<file path="src/rtl/control_sequencer.sv">
// Microcoded control unit for the 8-bit SAP CPU: fetch/decode/execute sequencing with a
// run gate between instructions and a per-opcode execute microcode table.
module control_sequencer #(
  parameter int OPCODE_WIDTH = 4,
  parameter int MAX_STEPS    = 8
) (
  input  logic                    clk,
  input  logic                    reset_n,
  input  logic                    run,
  input  logic [OPCODE_WIDTH-1:0] opcode_in,
  input  logic                    flag_zero,
  input  logic                    flag_carry,
  output logic [19:0]             control_word,
  output logic [2:0]              state_o,
  output logic [3:0]              step_o
);

  typedef enum logic [2:0] {
    S_RESET    = 3'd0,
    S_WAIT     = 3'd1,
    S_FETCH_0  = 3'd2,
    S_FETCH_1  = 3'd3,
    S_DECODE_0 = 3'd4,
    S_DECODE_1 = 3'd5,
    S_EXECUTE  = 3'd6,
    S_HALT     = 3'd7
  } state_t;

  localparam logic [19:0] CW_HALT      = 20'h80000;
  localparam logic [19:0] CW_LAST      = 20'h40000;
  localparam logic [19:0] CW_PC_EN     = 20'h20000;
  localparam logic [19:0] CW_LOAD_PC   = 20'h10000;
  localparam logic [19:0] CW_OE_PC     = 20'h08000;
  localparam logic [19:0] CW_LOAD_IR   = 20'h04000;
  localparam logic [19:0] CW_OE_IR     = 20'h02000;
  localparam logic [19:0] CW_LOAD_MAR  = 20'h01000;
  localparam logic [19:0] CW_LOAD_RAM  = 20'h00800;
  localparam logic [19:0] CW_OE_RAM    = 20'h00400;
  localparam logic [19:0] CW_OE_ALU    = 20'h00080;
  localparam logic [19:0] CW_CHK_ZERO  = 20'h00040;
  localparam logic [19:0] CW_CHK_CARRY = 20'h00020;
  localparam logic [19:0] CW_LOAD_A    = 20'h00010;
  localparam logic [19:0] CW_OE_A      = 20'h00008;
  localparam logic [19:0] CW_LOAD_B    = 20'h00004;
  localparam logic [19:0] CW_LOAD_O    = 20'h00001;
  localparam logic [19:0] CW_ADDR      = CW_OE_IR | CW_LOAD_MAR;

  localparam logic [OPCODE_WIDTH-1:0] OP_NOP  = OPCODE_WIDTH'(0);
  localparam logic [OPCODE_WIDTH-1:0] OP_LDA  = OPCODE_WIDTH'(1);
  localparam logic [OPCODE_WIDTH-1:0] OP_LDB  = OPCODE_WIDTH'(2);
  localparam logic [OPCODE_WIDTH-1:0] OP_ADD  = OPCODE_WIDTH'(3);
  localparam logic [OPCODE_WIDTH-1:0] OP_SUB  = OPCODE_WIDTH'(4);
  localparam logic [OPCODE_WIDTH-1:0] OP_AND  = OPCODE_WIDTH'(5);
  localparam logic [OPCODE_WIDTH-1:0] OP_OR   = OPCODE_WIDTH'(6);
  localparam logic [OPCODE_WIDTH-1:0] OP_STA  = OPCODE_WIDTH'(7);
  localparam logic [OPCODE_WIDTH-1:0] OP_LDI  = OPCODE_WIDTH'(8);
  localparam logic [OPCODE_WIDTH-1:0] OP_JMP  = OPCODE_WIDTH'(9);
  localparam logic [OPCODE_WIDTH-1:0] OP_JC   = OPCODE_WIDTH'(10);
  localparam logic [OPCODE_WIDTH-1:0] OP_JZ   = OPCODE_WIDTH'(11);
  localparam logic [OPCODE_WIDTH-1:0] OP_OUTM = OPCODE_WIDTH'(13);
  localparam logic [OPCODE_WIDTH-1:0] OP_OUTA = OPCODE_WIDTH'(14);
  localparam logic [OPCODE_WIDTH-1:0] OP_HLT  = OPCODE_WIDTH'(15);

  state_t                  state, state_next;
  logic [3:0]              step, step_next;
  logic [OPCODE_WIDTH-1:0] opcode_q;
  logic                    z_q, c_q;
  logic [19:0]             ucode;
  logic [1:0]              alu_sel;
  logic                    last;

  always_ff @(posedge clk or negedge reset_n) begin
    if (!reset_n) begin
      state    <= S_RESET;
      step     <= '0;
      opcode_q <= OP_NOP;
      z_q      <= 1'b0;
      c_q      <= 1'b0;
    end else begin
      state <= state_next;
      step  <= step_next;
      if (state == S_DECODE_0) opcode_q <= opcode_in;
      if (state == S_DECODE_1) begin
        z_q <= flag_zero;
        c_q <= flag_carry;
      end
    end
  end

  // Execute microcode table, indexed by latched opcode and microstep.
  always_comb begin
    ucode   = '0;
    alu_sel = 2'(opcode_q - OP_ADD);
    case (opcode_q)
      OP_LDA, OP_LDB, OP_STA, OP_OUTM: begin
        if (step == 4'd0) ucode = CW_ADDR;
        else if (step == 4'd1) begin
          case (opcode_q)
            OP_LDA:  ucode = CW_OE_RAM | CW_LOAD_A | CW_LAST;
            OP_LDB:  ucode = CW_OE_RAM | CW_LOAD_B | CW_LAST;
            OP_STA:  ucode = CW_OE_A | CW_LOAD_RAM | CW_LAST;
            default: ucode = CW_OE_RAM | CW_LOAD_O | CW_LAST;
          endcase
        end
      end
      OP_ADD, OP_SUB, OP_AND, OP_OR: begin
        case (step)
          4'd0:    ucode = CW_ADDR;
          4'd1:    ucode = CW_OE_RAM | CW_LOAD_B;
          4'd2:    ucode = CW_OE_ALU | CW_LOAD_A | CW_CHK_ZERO | CW_CHK_CARRY | CW_LAST
                           | {10'd0, alu_sel, 8'd0};
          default: ucode = '0;
        endcase
      end
      OP_LDI:  ucode = CW_OE_IR | CW_LOAD_A | CW_LAST;
      OP_JMP:  ucode = CW_OE_IR | CW_LOAD_PC | CW_LAST;
      OP_JC:   ucode = c_q ? (CW_OE_IR | CW_LOAD_PC | CW_LAST) : CW_LAST;
      OP_JZ:   ucode = z_q ? (CW_OE_IR | CW_LOAD_PC | CW_LAST) : CW_LAST;
      OP_OUTA: ucode = CW_OE_A | CW_LOAD_O | CW_LAST;
      OP_HLT:  ucode = CW_HALT | CW_LAST;
      default: ucode = CW_LAST;
    endcase
  end

  // Watchdog: the final allowed microstep always ends the instruction.
  assign last = ucode[18] | (step == 4'(MAX_STEPS - 1));

  always_comb begin
    state_next   = state;
    step_next    = step;
    control_word = '0;
    case (state)
      S_RESET:    state_next = S_WAIT;
      S_WAIT:     if (run) state_next = S_FETCH_0;
      S_FETCH_0: begin
        control_word = CW_OE_PC | CW_LOAD_MAR;
        state_next   = S_FETCH_1;
      end
      S_FETCH_1: begin
        control_word = CW_OE_RAM | CW_LOAD_IR | CW_PC_EN;
        state_next   = S_DECODE_0;
      end
      S_DECODE_0: begin
        step_next  = '0;
        state_next = S_DECODE_1;
      end
      S_DECODE_1: state_next = S_EXECUTE;
      S_EXECUTE: begin
        control_word = ucode | (last ? CW_LAST : 20'd0);
        if (last) begin
          step_next  = '0;
          state_next = (opcode_q == OP_HLT) ? S_HALT : S_WAIT;
        end else begin
          step_next = step + 4'd1;
        end
      end
      S_HALT:     control_word = CW_HALT;
      default:    state_next = S_RESET;
    endcase
  end

  assign state_o = state;
  assign step_o  = step;

  a_bus_exclusive: assert property (@(posedge clk) disable iff (!reset_n)
    $onehot0({control_word[15], control_word[13], control_word[10],
              control_word[7], control_word[3], control_word[1]}));

endmodule

</file>
<file path="config.mk">
export PLATFORM = sky130hd
export DESIGN_NAME = control_sequencer
export DESIGN_NICKNAME = d
export VERILOG_FILES = /design/src/rtl/control_sequencer.sv
export SDC_FILE = /design/constraint.sdc
export NUM_CORES = 1
export LEC_CHECK = 0
export ABC_CLOCK_PERIOD_IN_PS = 1700
export CAP_MARGIN = 10
export CELL_PAD_IN_SITES_DETAIL_PLACEMENT = 0
export CELL_PAD_IN_SITES_GLOBAL_PLACEMENT = 1
export CORE_ASPECT_RATIO = 0.6
export CORE_MARGIN = 2
export CORE_UTILIZATION = 31
export CTS_BUF_LIST = sky130_fd_sc_hd__clkbuf_2 sky130_fd_sc_hd__clkbuf_4 sky130_fd_sc_hd__clkbuf_8
export DETAILED_ROUTE_END_ITERATION = 6
export GPL_TIMING_DRIVEN = 0
export PLACE_DENSITY_LB_ADDON = 0.1
export RECOVER_POWER = 100
export SETUP_SLACK_MARGIN = 0.4
export SYNTH_ARGS = -nofsm -noshare
export SYNTH_HDL_FRONTEND = slang
export SYNTH_SLANG_ARGS = --single-unit
</file>
<file path="constraint.sdc">
create_clock -name clk -period 1.7 [get_ports clk]
set_input_delay 0.255 -clock clk [delete_from_list [all_inputs] [get_ports clk]]
set_output_delay 0.255 -clock clk [all_outputs]
set_load 0.05 [all_outputs]
</file>
==> summary.txt <==
Power and ir drop
  • Seq pwr share: 0.131
  • Pwr Total: 4.709 mW
  • Combinational Power Share: 0.803
  • Maximum vdd drop: between 1 and 1.5 mV
  • Int Power: ~2.3 mW
  • P per Cell Area: between 2000 and 2500 mW/mm^2
  • Net Sw Frac: 0.5088
  • LEAKAGE: just over 0.9 nW
  • Psw: roughly 2.4 mW
  • Clock power share: 0.066

Cells and area
  • Layout cells sized above 1: 0.5874
  • Synth-to-layout area growth: 99.67%
  • Number of diodes: 0
  • Post-layout net count: about 220
  • Finished Layout Cells: between 200 and 300

Yosys
  • Count leader, synth: nand2_1
  • Post-synthesis sequential area ratio: 0.2860
  • Synth area leaders: dfrtp_1, ha_1, nand2_1
  • Largest area contributor in the netlist: dfrtp_1
  • YS warnings: 0
  • Syn Std Cell Area: ~0.0011 mm^2
  • Gate Count Post-Synth: 140
  • Netlist cell types: 38
  • EDFF count, synth: 0
  • Seq cells post-synth: 13
  • Synth Flop Type: dfrtp_1
  • Async S/R FF share, synth: 1.000
  • Top-area cell type share of the netlist area: 0.2860
  • Post-synth top cells: nand2_1, dfrtp_1, inv_1
  • Syn_area_per_cell: 8.124 um^2
  • Synthesized net count: roughly 160

Place
  • Placed insts: approximately 220
  • Hpwl dp: ~2600 um
  • PortBufs: 34
  • Worst slack, placed: -1047 ps
  • Placer Congestion: about 0.75

Global route
  • Grt ovf: 0
  • Initial antenna violation count: 0
  • Vias in the first global route: between 1,000 and 1,500
  • Largest net degree at the start of global routing: 14
  • Global Route Usage Sum: 0.2063
  • Global-route wire length before repair: 6527 um

Timing
  • Least-Margin Pin Slew: around 680 ps
  • Fmax: 432.0 MHz
  • RSZ-0062 raised after global routing: yes
  • WHS: just under 500 ps
  • Skew final: roughly 2.0 ps
  • Slew Limit Headroom: 0.5454
  • Final period utilization: 1.362
  • Fin crit period: 2315 ps
  • TNS Setup: -11,730 ps
  • Final setup violation count: 24
  • Final setup margin: -614.8 ps
  • Final hold vios: 0
  • Fin. max-slew vios: 0

Clock network
  • Clock latency on the worst-skew pair: between 200 and 300 ps
  • CTS clk-pin slew, worst paths: ~60 ps
  • # hold bufs at CTS: 0
  • CTS tree: yes
  • H-tree depth: 1
  • Clk buf depth: 2
  • CTS root buffer: clkbuf_8
  • Num CTS Buffers: 3
  • Clock sink total: 13

Outcome
  • Status: finished, violations left
  • Failing checks: negative setup slack

Critical path
  • Worst path required time: ~1400 ps
  • Setup crit start kind: flip-flop
  • Worst R2R Path Depth: 10
  • WS Path Type: reg -> out
  • CP arrival: between 2000 and 2500 ps
  • Crit-path max FO: 7
  • Setup crit end kind: output port

Routing
  • Final wirelength: between 3000 and 4000 um
  • Initial DRC Count: 62
  • Vias per Instance: between 5 and 6
  • # DRC: 0
  • Drt pass-1 iters: 4
  • Vias: about 1,300
  • Routed length per instance: roughly 16 um
  • Final ANT Viol Nets: 0

Floorplanning
  • Core ar.: 0.003383 mm^2
  • Die height: ~51 um
  • I/O pins: 36
  • Cell Rows: 16
  • Full die area: 0.004185 mm^2
  • Initial Util: 0.3362
  • DIE WIDTH: ~80 um

Job
  • Max cap viols: 0

Worst hold path
  • Hold Path Class: in -> async
state kept, by name (all words and copies together) (netlist names):
signal and cells:
c_q 1, state_o 3, opcode_q 4, z_q 1, step_o 4
logic make-up (layout without fill, tap and decap cells):
logic type	count (synthesis)	after routing	synth area share
AOI/OAI and AO/OA	37	37	0.2145
xor gates and xnor gates	1	1	0.007702
adders and majority gates	8	8	0.08801
buffers and inverters	25	91	0.1100
DFF	13	13	0.2860
muxes	3	3	0.02970
other	1	1	0.003297
and+or+nand+nor	52	52	0.2607
worst max-delay path, cell delays in order (launching register included):
cell,delay [ps]
dfrtp_1,400
buf_6,130
ha_4,140
buf_6,120
buf_4,130
nor4b_4,260
nand4bb_4,270
nor2_4,70
and2_4,140
buf_8,140
stage by stage:
stage	util	instance area, um^2
2_1_floorplan	-	1468
3_3_place_gp	0.5510	1864
3_5_place_dp	0.5510	1864
4_1_cts	0.6609	2236
5_1_grt	0.6712	2271
6_report	0.6712	2271
final timing paths:
check | end | slack (ps) | startpoint
max reg2reg | step_o[3]$_DFFE_PN0P_ | -500 | opcode_q[1]$_DFFE_PN0N_
min in group clk | step_o[0]$_DFFE_PN0P_ | 540 | step_o[0]$_DFFE_PN0P_
max in group asynchronous | opcode_q[0]$_DFFE_PN0N_ | 740 | reset_n
max | control_word[9] | -610 | opcode_q[1]$_DFFE_PN0N_
min | step_o[0]$_DFFE_PN0P_ | 480 | reset_n
min reg2reg | step_o[0]$_DFFE_PN0P_ | 540 | step_o[0]$_DFFE_PN0P_
cells in the final DEF, fill, tap and decap left out, drive strengths merged, types with 3 or more instances in the layout:
master / instances
a21oi: 9
buf: 53
clkbuf: 17
clkdlybuf4s50: 7
dfrtp: 13
ha: 8
inv: 13
mux2: 3
nand2: 19
nand3: 7
nor2: 8
nor3: 7
o21ai: 9
o22ai: 4
cell type report:
class	instances	area, um^2
tap	45	56.30
sequential	13	335.3
inverter	13	56.30
buffer	12	132.6
multi-input combinational	102	1042
timing repair buffer	62	599.3
fill	261	1112
clock buffer	4	48.80
what timing repair did:
action	in CTS	in global routing
gates resized for setup	197	18
buffers inserted	24	4
setup endpoints to repair	37	31
pin swaps	15	3
cloned	0	0
hold endpoints to repair	0	0
power by group through the flow:
stage	Sequential (mW)	Combinational (mW)	Clock, mW
2_1_floorplan	0.769	2.09	0
3_3_place_gp	0.615	2.82	0
3_5_place_dp	0.625	2.85	0
4_1_cts	0.601	3.69	0.315
5_1_grt	0.637	4.02	0.334
6_report	0.617	3.78	0.312
layer usage:
layer,routed length [um],track usage
met1,1895,0.2860
met2,1840,0.3306
met3,163,0.04947
met4,31,0.03333
met5,0,0
No activity file was read; power rests on OpenSTA's default activity.
